--- config.mk ---
export PLATFORM = sky130hd
export DESIGN_NAME = zeta_fetch_ctrl
export DESIGN_NICKNAME = d
export VERILOG_FILES = /design/src/rtl/zeta_fetch_ctrl.sv
export SDC_FILE = /design/constraint.sdc
export NUM_CORES = 1
export LEC_CHECK = 0
export CAP_MARGIN = 20
export CORE_MARGIN = 2
export CORE_UTILIZATION = 48
export CTS_CLUSTER_DIAMETER = 40
export DETAILED_ROUTE_END_ITERATION = 10
export GPL_ROUTABILITY_DRIVEN = 0
export GPL_TIMING_DRIVEN = 1
export MAX_ROUTING_LAYER = met4
export PLACE_DENSITY = 0.82
export SETUP_SLACK_MARGIN = 0.2
export SLEW_MARGIN = 15
export SYNTH_ARGS = -nofsm -noshare
export SYNTH_HDL_FRONTEND = slang
export SYNTH_SLANG_ARGS = --single-unit
--- constraint.sdc ---
create_clock -name clk -period 4 [get_ports clk]
set_input_delay 1 -clock clk [delete_from_list [all_inputs] [get_ports clk]]
set_output_delay 1 -clock clk [all_outputs]
set_load 0.01 [all_outputs]
--- src/rtl/zeta_fetch_ctrl.sv ---
// Zeta ROM read sequencer: walks k in NTT/INTT order and repeats each zeta len times on a valid/ready stream.
// Optional ZETA_NEG_EN: in INTT mode the captured zeta is replaced by Q - rom_do (0 stays 0).
module zeta_fetch_ctrl #(
  parameter int          WIDTH  = 23,
  parameter int          ADDR_W = 8,
  parameter int unsigned Q      = 8380417
) (
  input  logic              clk,
  input  logic              rst,
  input  logic              start,
  input  logic              mode,
  output logic              busy,
  output logic              done,
  output logic              rom_en,
  output logic [ADDR_W-1:0] rom_addr,
  input  logic [WIDTH-1:0]  rom_do,
  output logic              zeta_valid,
  input  logic              zeta_ready,
  output logic [WIDTH-1:0]  zeta,
  output logic [2:0]        zeta_layer,
  output logic              zeta_last
);

`ifdef ZETA_NEG_EN
  localparam bit NEG_EN = 1'b1;
`else
  localparam bit NEG_EN = 1'b0;
`endif

  typedef enum logic [2:0] {IDLE, FETCH, WAIT, EMIT, DONE} state_t;

  state_t              state_q, state_d;
  logic                mode_q, mode_d;
  logic [ADDR_W-1:0]   k_q, k_d;
  logic [2:0]          lg_q, lg_d;
  logic [6:0]          b_q, b_d;
  logic [WIDTH-1:0]    zeta_q, zeta_d;
  logic [ADDR_W-1:0]   rom_addr_q, rom_addr_d;
  logic                busy_q, busy_d, done_q, done_d, rom_en_q, rom_en_d;
  logic                valid_q, valid_d, last_q, last_d;
  logic [2:0]          layer_q, layer_d;
  logic                final_grp, final_grp_d;

  function automatic logic [6:0] len_m1(input logic [2:0] lg);
    return 7'((8'd1 << lg) - 8'd1);
  endfunction

  always_comb begin
    state_d   = state_q;
    mode_d    = mode_q;
    k_d       = k_q;
    lg_d      = lg_q;
    b_d       = b_q;
    zeta_d    = zeta_q;
    final_grp = mode_q ? (k_q == ADDR_W'(1)) : (k_q == '1);
    case (state_q)
      IDLE: begin
        if (start) begin
          mode_d  = mode;
          k_d     = mode ? '1 : ADDR_W'(1);
          lg_d    = mode ? 3'd0 : 3'd7;
          b_d     = '0;
          state_d = FETCH;
        end
      end
      FETCH: state_d = WAIT;
      WAIT: begin
        if (NEG_EN && mode_q && (rom_do != '0)) zeta_d = WIDTH'(Q) - rom_do;
        else                                    zeta_d = rom_do;
        state_d = EMIT;
      end
      EMIT: begin
        if (zeta_ready) begin
          if (b_q != len_m1(lg_q)) begin
            b_d = b_q + 7'd1;
          end else begin
            b_d = '0;
            if (final_grp) begin
              state_d = DONE;
            end else if (!mode_q) begin
              // layer shrinks when the next k starts a new power-of-two block
              k_d = k_q + ADDR_W'(1);
              if (((k_q + ADDR_W'(1)) & k_q) == '0) lg_d = lg_q - 3'd1;
              state_d = FETCH;
            end else begin
              k_d = k_q - ADDR_W'(1);
              if ((k_q & (k_q - ADDR_W'(1))) == '0) lg_d = lg_q + 3'd1;
              state_d = FETCH;
            end
          end
        end
      end
      DONE:    state_d = IDLE;
      default: state_d = IDLE;
    endcase

    // outputs are registered: decode them from the next-state values
    final_grp_d = mode_d ? (k_d == ADDR_W'(1)) : (k_d == '1);
    busy_d      = (state_d == FETCH) || (state_d == WAIT) || (state_d == EMIT);
    done_d      = (state_d == DONE);
    rom_en_d    = (state_d == FETCH);
    rom_addr_d  = (state_d == FETCH) ? k_d : rom_addr_q;
    valid_d     = (state_d == EMIT);
    layer_d     = lg_d;
    last_d      = (state_d == EMIT) && final_grp_d && (b_d == len_m1(lg_d));
  end

  always_ff @(posedge clk or posedge rst) begin
    if (rst) begin
      state_q    <= IDLE;
      mode_q     <= 1'b0;
      k_q        <= '0;
      lg_q       <= '0;
      b_q        <= '0;
      zeta_q     <= '0;
      rom_addr_q <= '0;
      busy_q     <= 1'b0;
      done_q     <= 1'b0;
      rom_en_q   <= 1'b0;
      valid_q    <= 1'b0;
      layer_q    <= '0;
      last_q     <= 1'b0;
    end else begin
      state_q    <= state_d;
      mode_q     <= mode_d;
      k_q        <= k_d;
      lg_q       <= lg_d;
      b_q        <= b_d;
      zeta_q     <= zeta_d;
      rom_addr_q <= rom_addr_d;
      busy_q     <= busy_d;
      done_q     <= done_d;
      rom_en_q   <= rom_en_d;
      valid_q    <= valid_d;
      layer_q    <= layer_d;
      last_q     <= last_d;
    end
  end

  assign busy       = busy_q;
  assign done       = done_q;
  assign rom_en     = rom_en_q;
  assign rom_addr   = rom_addr_q;
  assign zeta_valid = valid_q;
  assign zeta       = zeta_q;
  assign zeta_layer = layer_q;
  assign zeta_last  = last_q;

endmodule

==> results summary, run 1 <==
The flow ran to the end, and the final reports show no timing, DRC or antenna violations. The die area came out at about 8200 sq um. The global-route wire length before repair came out at 15700 microns. Power spread over the standard cell area amounts to around 370 nW/um^2. Compared with the post-synthesis result, the final layout area differs by 48.2%.

Synthesis produced a netlist whose cell count is approximately 360. The count of antenna-violating nets left after detailed routing came out at 0. In the routed design, unresolved DRC markers number 0. The worst-case headroom to the max-slew limit is around 62%. The part of the Yosys area used for sequential elements came out at around two fifths. For the final routed database, the setup TNS stands at 0 ps. The reg2reg setup slack came out at 60 ps. Setup repair after global routing could not meet its margin everywhere. The combinational family with the most area after synthesis is simple AND/OR/NAND/NOR gates.

The worst setup path is launched from a flip-flop. The post-synthesis share of cell area spent on and, or, nand and nor gates is about a fifth. Of the total synthesized cell area, the portion taken by full adders, half adders and majority gates is 8.75%. After Yosys synthesis, XOR and XNOR cells account for about 3.7% of the synthesized area. STA classifies the critical path endpoint as a flip-flop. The starting density of the core is 49.5%.

The post-synth net total came out at 410. The data arrival time of the critical path came out at roughly 4200 ps. The achievable clock frequency came out at between 0.2 and 0.3 GHz.

The CTS buffer count is 9. The synthesized design contains 58 register bits. The max-capacitance violation count is 0. The final critical delay including setup and external delays came out at approximately 3900 ps. The total track usage came out at approximately 24%. The number of diodes came out at 0.

The endpoint identified for the worst register-to-register timing path is zeta_last$_DFF_PP0_. The leakage power came out at approximately 2.3 nW. The height of the die came out at 90.3 microns.

The number of global-route vias before repair came out at around 3.4k. The actual slew at the worst max-slew pin is approximately 560 ps. Among all flip-flop cells after synthesis, the most frequent one is sky130_fd_sc_hd__dfrtp_1. The final-report hold violation count is 0. The total setup violations reported at the end of the flow came out at 0.

The detailed-routing iteration count for the pre-antenna-repair pass came out at 5. Wires add up to 9430 microns. The estimated wirelength of the detail-placed design came out at a little under 7000 microns. Clock latency on the worst-skew pair, taken at its later pin, is roughly 340 ps. The clock skew is about 5.2 ps. After synthesis, the mean cell area works out to approximately 10 sq um. The utilization after layout is around 73%. The library cell used as clock root buffer is sky130_fd_sc_hd__clkbuf_8. Entering global routing, the biggest net connects 35 pins. The final count of pins violating max slew is 0. The number of nets in the layout came out at 523.

The maximum count of clock buffers along a single path is 2. The required time reported for the critical path endpoint is around 4200 ps. The global-route congestion overflow total came out at 0. The number of top-level design ports came out at 67. The number of fillers in the final layout came out at 470. The initial antenna violation count was 0. The core region is 7210 sq um. The path class of the tightest hold or removal check is reg -> reg. The synthesized netlist devotes between 10% and 20% of its cell area to compound gates. The path depth of the worst reg2reg path came out at 16.

The DRC violation total after the first TritonRoute iteration is 236. TritonCTS built the clock tree. The netlist area before placement is 3570 sq um. The number of unique standard cell types used by synthesis is between 60 and 70.

The startpoint identified for the worst register-to-register timing path is zeta_layer[0]$_DFF_PP0_. The worst hold path begins at rom_addr[2]$_DFFE_PP0P_. The worst IR drop on VDD came out at between 0.3 and 0.4 mV.

The path with the worst hold slack has its endpoint at rom_addr[2]$_DFFE_PP0P_. The die is around 90 microns wide. The ratio of final minimum period to clock period came out at 98.6%.

The highest net fanout along the worst path came out at 11. The total clock sinks is 58. The critical path is of the reg -> reg type.

The maximum level of the CTS H-tree came out at 3. The average routed wire per standard cell came out at 16.4 microns. The CTS clock-pin slew for the worst setup and hold paths is approximately 70 ps. The number of synthesized flops with an enable pin came out at 0. The mux share of post-synthesis cell area is between 10% and 20%.

The detailed-route vias per instance came out at approximately 5.6. In the final layout, the share of cells above drive strength 1 is 32.2%. The total vias in the final route came out at 3235. The hold path depth came out at 2. The count of input and output buffers is 66. Of all flip-flops after synthesis, the portion carrying an async set or reset was between 90% and 100%. The cell row count came out at 31. The count of yosys warnings during synthesis is 0.
## power by group
group / internal [mW] / total, mW / switching (mW)
sequential: 0.638 / 0.699 / 0.0605
clock: 0.412 / 0.656 / 0.244
combinational: 0.303 / 0.592 / 0.289
## layout make-up
| cell class | count | area, sq um | area share (%) |
|---|---|---|---|
| Clock buffer | 9 | 124 | 2.34 |
| Clock inverter | 7 | 118 | 2.22 |
| Inverter | 20 | 80.1 | 1.51 |
| Multi-Input combinational cell | 264 | 2320 | 43.8 |
| Sequential cell | 58 | 1450 | 27.5 |
| Tap cell | 99 | 124 | 2.34 |
| Timing Repair Buffer | 117 | 1080 | 20.3 |
## sequential cells by signal, indices dropped and copies added (netlist names)
signal / count
k_q: 8
busy: 1
done: 1
state_q: 3
rom_addr: 8
zeta_layer: 3
zeta_valid: 1
b_q: 7
rom_en: 1
zeta_last: 1
zeta: 23
mode_q: 1
## repair_timing
item / 4_1_cts / 5_1_grt
setup endpoints to repair: 1 / 1
hold buffers: 0 / 0
pin swaps: 10 / 11
setup buffers: 9 / 8
resized for setup: 21 / 20
## worst max-delay path by stage
stage                                  startpoint                   to  depth (start not counted)
after floorplan           zeta_layer[1]$_DFF_PP0_  zeta_last$_DFF_PP0_                         18
after global placement                 zeta_ready  zeta_last$_DFF_PP0_                         13
after detailed placement               zeta_ready  zeta_last$_DFF_PP0_                         13
after CTS                 zeta_layer[0]$_DFF_PP0_  zeta_last$_DFF_PP0_                         16
after global routing      zeta_layer[0]$_DFF_PP0_  zeta_last$_DFF_PP0_                         16
final                     zeta_layer[0]$_DFF_PP0_  zeta_last$_DFF_PP0_                         16
## critical path: stages, from the launching register on
cell and delay, ps:
sky130_fd_sc_hd__dfrtp_2 480, sky130_fd_sc_hd__buf_12 150, sky130_fd_sc_hd__ha_4 160, sky130_fd_sc_hd__ha_2 200, sky130_fd_sc_hd__nand2b_4 150, sky130_fd_sc_hd__mux2i_2 160
sky130_fd_sc_hd__xor2_1 180, sky130_fd_sc_hd__buf_4 150, sky130_fd_sc_hd__nor4_4 260, sky130_fd_sc_hd__buf_4 180, sky130_fd_sc_hd__a21oi_4 70, sky130_fd_sc_hd__buf_4 200
sky130_fd_sc_hd__a221o_2 410, sky130_fd_sc_hd__a211o_1 280, sky130_fd_sc_hd__nor4_2 300, sky130_fd_sc_hd__o22ai_1 190, sky130_fd_sc_hd__a2111oi_4 340
## kinds of logic (layout without fill, tap and decap cells)
kind of cell / Yosys count / in the layout
AOI/OAI and AO/OA: 51 / 51
xor gates and xnor gates: 15 / 15
adders and majority gates: 25 / 25
buffers and inverters: 35 / 153
DFF: 58 / 58
muxes: 36 / 36
and+or+nand+nor: 137 / 137
## Yosys cell counts (4+ instances only)
| cell type | n | area share, % |
|---|---|---|
| sky130_fd_sc_hd__nand2_1 | 44 | 4.6 |
| sky130_fd_sc_hd__o21ai_0 | 7 | 0.98 |
| sky130_fd_sc_hd__a221o_1 | 4 | 1.1 |
| sky130_fd_sc_hd__xnor2_1 | 9 | 2.2 |
| sky130_fd_sc_hd__mux2i_1 | 9 | 2.5 |
| sky130_fd_sc_hd__xor2_1 | 6 | 1.5 |
| sky130_fd_sc_hd__dfrtp_1 | 58 | 41 |
| sky130_fd_sc_hd__mux2_2 | 26 | 8.2 |
| sky130_fd_sc_hd__nor2_1 | 18 | 1.9 |
| sky130_fd_sc_hd__buf_2 | 4 | 0.56 |
| sky130_fd_sc_hd__and3_1 | 4 | 0.70 |
| sky130_fd_sc_hd__nor3_1 | 10 | 1.4 |
| sky130_fd_sc_hd__ha_1 | 25 | 8.8 |
| sky130_fd_sc_hd__nor4_1 | 5 | 0.88 |
| sky130_fd_sc_hd__nor3b_1 | 6 | 1.3 |
| sky130_fd_sc_hd__inv_1 | 20 | 2.1 |
| sky130_fd_sc_hd__a31oi_1 | 4 | 0.70 |
| sky130_fd_sc_hd__a21oi_1 | 10 | 1.4 |
| sky130_fd_sc_hd__nand3b_1 | 4 | 0.84 |
| sky130_fd_sc_hd__nand3_1 | 12 | 1.7 |
| sky130_fd_sc_hd__nand2b_1 | 5 | 0.88 |
| sky130_fd_sc_hd__clkbuf_1 | 9 | 0.95 |
## metal layers
layer	global-route usage (%)	vias to the layer above	routed length [microns]
met5	-	-	0
met4	9.23	0	119
met3	5.93	16	657
met2	39.8	137	4660
met1	29.6	1571	3990
li1	-	1511	-
## metrics by stage
step | cell area [sq um] | worst slack, ps | total power, mW | cells | hold WS, ps
floorplan | 3730 | 170 | 1.02 | 357 | 514
detailed placement | 4700 | -161 | 1.20 | 541 | 465
global placement | 4700 | 8.75 | 1.18 | 541 | 463
finish | 5300 | 55.2 | 1.95 | 574 | 477
global route | 5300 | -63.9 | 2.04 | 574 | 525
CTS | 5110 | 129 | 1.89 | 566 | 480
## layout by cell type, fill, tap and decap left out, types with 4 or more instances in the layout
cell type	synthesis	routed
sky130_fd_sc_hd__nor3_1	10	7
sky130_fd_sc_hd__mux2i_1	9	7
sky130_fd_sc_hd__dfrtp_1	58	56
sky130_fd_sc_hd__nand3_1	12	12
sky130_fd_sc_hd__nand3b_1	4	4
sky130_fd_sc_hd__clkbuf_8	0	9
sky130_fd_sc_hd__clkdlybuf4s50_1	0	66
sky130_fd_sc_hd__a21oi_1	10	10
sky130_fd_sc_hd__ha_1	25	18
sky130_fd_sc_hd__xnor2_1	9	8
sky130_fd_sc_hd__mux2_2	26	26
sky130_fd_sc_hd__inv_1	20	15
sky130_fd_sc_hd__a221o_1	4	4
sky130_fd_sc_hd__nor3b_1	6	4
sky130_fd_sc_hd__nand2_2	0	4
sky130_fd_sc_hd__ha_4	0	5
sky130_fd_sc_hd__nand2_1	44	39
sky130_fd_sc_hd__buf_4	0	47
sky130_fd_sc_hd__nor4_4	0	4
sky130_fd_sc_hd__o21ai_0	7	6
sky130_fd_sc_hd__xor2_1	6	6
sky130_fd_sc_hd__nor2_1	18	18
sky130_fd_sc_hd__and3_1	4	4
Note: power is estimated with default switching activity, not from simulation.
==> run 2, diff against run 1 <==
--- a/config.mk
+++ b/config.mk
@@ -6,8 +6,10 @@
 export NUM_CORES = 1
 export LEC_CHECK = 0
 export CAP_MARGIN = 20
+export CELL_PAD_IN_SITES_DETAIL_PLACEMENT = 2
+export CELL_PAD_IN_SITES_GLOBAL_PLACEMENT = 2
 export CORE_MARGIN = 2
-export CORE_UTILIZATION = 48
+export CORE_UTILIZATION = 30
 export CTS_CLUSTER_DIAMETER = 40
 export DETAILED_ROUTE_END_ITERATION = 10
 export GPL_ROUTABILITY_DRIVEN = 0
==> run 2 against run 1 <==
  * The run now ends with DRC, setup timing left
  * Worst setup slack got worse by 74 ps
  * Hold slack got worse by 0.93 ps
  * Non-clock buffer count decreased by 10
  * Final area about the same
  * Core utilization decreased by 27 points
  * Sequential power increased by 2%
  * Sequential cell count unchanged
  * Via count increased by 3.5%
  * Largest power group is now the clock network
==> results summary, run 2 (synthesis gave the netlist of run 1 again) <==
The flow ran to the end, but the final reports show violations. The final reports fail on DRC, setup timing. The startpoint kind of the worst setup timing path is a flip-flop. The maximum number of pins on one net before global-route repair came out at 34 (-2.9%). The library cell used as clock root buffer is sky130_fd_sc_hd__clkbuf_16. The detailed-routing iteration count for the pre-antenna-repair pass is 7 (+2).

The number of nets in the layout came out at 513 (-1.9%). The largest stage delay on the critical path is 480 ps (about the same). The post-route DRC violation count came out at 1 (+1).

The cell row count is 39 (+26%). The worst IR drop on VDD came out at 0.316 mV (-3.7%). The number of fillers in the final layout came out at 1143 (+140%). The final count of pins violating max slew came out at 0 (unchanged). The area taken by flip-flops and latches was 1450 sq um (unchanged). The CTS clock-pin slew for the worst setup and hold paths was 60 ps (about the same). The height of the die came out at 113 microns (+25%). The estimated wirelength of the detail-placed design is 9480 microns (+39%). The final-report hold violation count came to 0 (unchanged). The number of diodes is 0 (unchanged). The dominant cell type by count on the critical path is sky130_fd_sc_hd__ha_4. The global-route congestion overflow total is 0 (unchanged).

The leakage power came to 2.28 nW (-0.33%). The start point of the worst hold path is rom_addr[2]$_DFFE_PP0P_. The critical path goes through inv_4 -> ha_4 -> nand2_1 -> ha_4 -> xnor2_2 -> or4b_1 -> and3_4 -> or2_4 -> o41ai_4 -> a221oi_4 -> buf_6 -> nand3b_1 -> ha_4 -> xor2_1 -> o311ai_2 -> a2111oi_4. The most common cell after layout, fill and taps aside is sky130_fd_sc_hd__clkdlybuf4s50_1. Setup repair after global routing could not meet its margin everywhere. The clock tree from TritonCTS is built. The detailed-route vias per instance came out at 5.51 (-2.3%).

The reg2reg setup slack came out at -20 ps (-70 ps). The final hold slack came to 476 ps (-0.929 ps). The max-capacitance violation count is 0 (unchanged). Leaving out fill and tap cells, the most frequent cells in the layout are 66 x sky130_fd_sc_hd__clkdlybuf4s50_1, 56 x sky130_fd_sc_hd__dfrtp_1, 39 x sky130_fd_sc_hd__buf_4. The data arrival time of the critical path was 4240 ps (+60 ps).

The average routed wire per standard cell is 24.5 microns (+49%). The path depth of the worst reg2reg path came out at 16 (unchanged). The starting density of the core came out at 31.0% (-19 points). The final cell area excluding filler cells is 5290 sq um (about the same). The worst register-to-register path ends at zeta_last$_DFF_PP0_. The wire length after detailed routing came to 14900 microns (+58%).

The worst hold path class is reg -> reg. The hold path depth came out at 2 (unchanged). The CTS buffer count came out at 9 (unchanged). The total setup violations reported at the end of the flow came out at 1 (+1). The setup TNS after final layout is -18.4 ps (-18.4 ps).

The flip-flop count of the largest register, all copies and words added is 23 (unchanged). The floorplan die width is 113 microns (+25%). The maximum count of clock buffers along a single path came out at 2 (unchanged).

The clock network latency to the later pin of the worst-skew pair is 340 ps (about the same). The standard cell core area came to 11500 sq um (+60%). The largest individual stage delay along the critical path comes from the cell sky130_fd_sc_hd__or4b_1. The share of final-layout standard cells stronger than drive strength 1 came out at 30.5% (-1.7 points). The count of antenna-violating nets left after detailed routing is 0 (unchanged). The overall power of the completed layout was 2.11 mW (+8.3%). The ratio of final minimum period to clock period is 100% (+1.8 points). The final critical delay including setup and external delays was 4020 ps (+73.6 ps). The die area is 12800 sq um (+57%). The area overhead of the layout relative to synthesis came out at 48.1% (about the same). The highest net fanout along the worst path is 8 (-3).

The clock skew came to 6.51 ps (+1.34 ps). The initial antenna violation count came out at 0 (unchanged). The smallest setup slack after layout came out at -18.4 ps (-73.6 ps).

The achievable clock frequency came out at 0.249 GHz (-1.8%). The startpoint identified for the worst register-to-register timing path is zeta_layer[1]$_DFF_PP0_. The multi-input gate area in the final layout came to 2290 sq um (-1.3%). The power density normalized to cell area came out at 398 nW/um^2 (+8.3%). The total track usage came out at 24.8% (+0.39 points). The total clock sinks came out at 58 (unchanged). The worst-case headroom to the max-slew limit came out at 33.4% (-29 points). The required time reported for the critical path endpoint came out at 4230 ps (about the same). The area after detailed placement came to 4770 sq um (+1.5%). The critical path is of the reg -> reg type. The count of input and output buffers is 66 (unchanged). The DRC violation total after the first TritonRoute iteration came out at 121 (-49%). The hold buffer count at CTS is 0 (unchanged). The number of global-route vias before repair is 3896 (+15%). The actual slew at the worst max-slew pin came out at 994 ps (+431 ps). For hold timing, the worst endpoint is rom_addr[2]$_DFFE_PP0P_. The number of top-level design ports is 67 (unchanged).

The maximum level of the CTS H-tree is 3 (unchanged). STA classifies the critical path endpoint as a flip-flop. The global-route wire length before repair is 23400 microns (+49%). The total vias in the final route is 3348 (+3.5%).
run 2: worst max-delay path, delay by kind of cell (launching register included):
kind	cells	cell delay, ps
flops	1	450
fa+ha+maj	3	560
buf+inv	2	260
xor+xnor	2	350
compound gates	4	1080
simple gates	5	1190
run 2: stage by stage:
stage / setup slack, ps / cells / utilization [%]
6_report: -18.4 / 608 / 46.0
5_1_grt: -162 / 608 / 46.0
4_1_cts: 41.1 / 608 / 45.3
3_5_place_dp: -230 / 587 / 41.4
3_3_place_gp: -3.76 / 587 / 41.4
2_1_floorplan: 170 / 357 / -
run 2: timing repair:
item / CTS / global route
endpoints found under the setup margin: 1 / 1
setup buffers: 5 / 0
resized for setup: 20 / 16
pin swaps: 12 / 4
run 2: cell type report:
type | instances | area share [%]
Clock buffer | 11 | 4.78
Clock inverter | 5 | 0.993
Inverter | 20 | 1.51
Multi-Input combinational cell | 264 | 43.3
Sequential cell | 58 | 27.5
Tap cell | 143 | 3.38
Timing Repair Buffer | 107 | 18.6
run 2: worst max-delay path by stage:
stage / from / end / cells after the start
2_1_floorplan: zeta_layer[1]$_DFF_PP0_ / zeta_last$_DFF_PP0_ / 18
3_3_place_gp: zeta_ready / zeta_last$_DFF_PP0_ / 13
3_5_place_dp: zeta_ready / zeta_last$_DFF_PP0_ / 13
4_1_cts: zeta_layer[0]$_DFF_PP0_ / zeta_last$_DFF_PP0_ / 17
5_1_grt: k_q[0]$_DFF_PP0_ / zeta_last$_DFF_PP0_ / 16
6_report: zeta_layer[1]$_DFF_PP0_ / zeta_last$_DFF_PP0_ / 16
run 2: power by group:
part           internal, mW  total (mW)  switching (mW)  leakage, nW
Sequential            0.639       0.711          0.0717        0.707
Combinational         0.276       0.596           0.320         1.42
Clock                 0.512       0.801           0.288        0.151
run 2: routing by layer:
metal | GRT usage [%] | vias up | part of all wire, %
met4 | 11.1 | 0 | 3.2
li1 | - | 1493 | -
met3 | 5.57 | 36 | 5.4
met5 | - | - | 0
met1 | 27.1 | 1708 | 39
met2 | 43.2 | 111 | 52
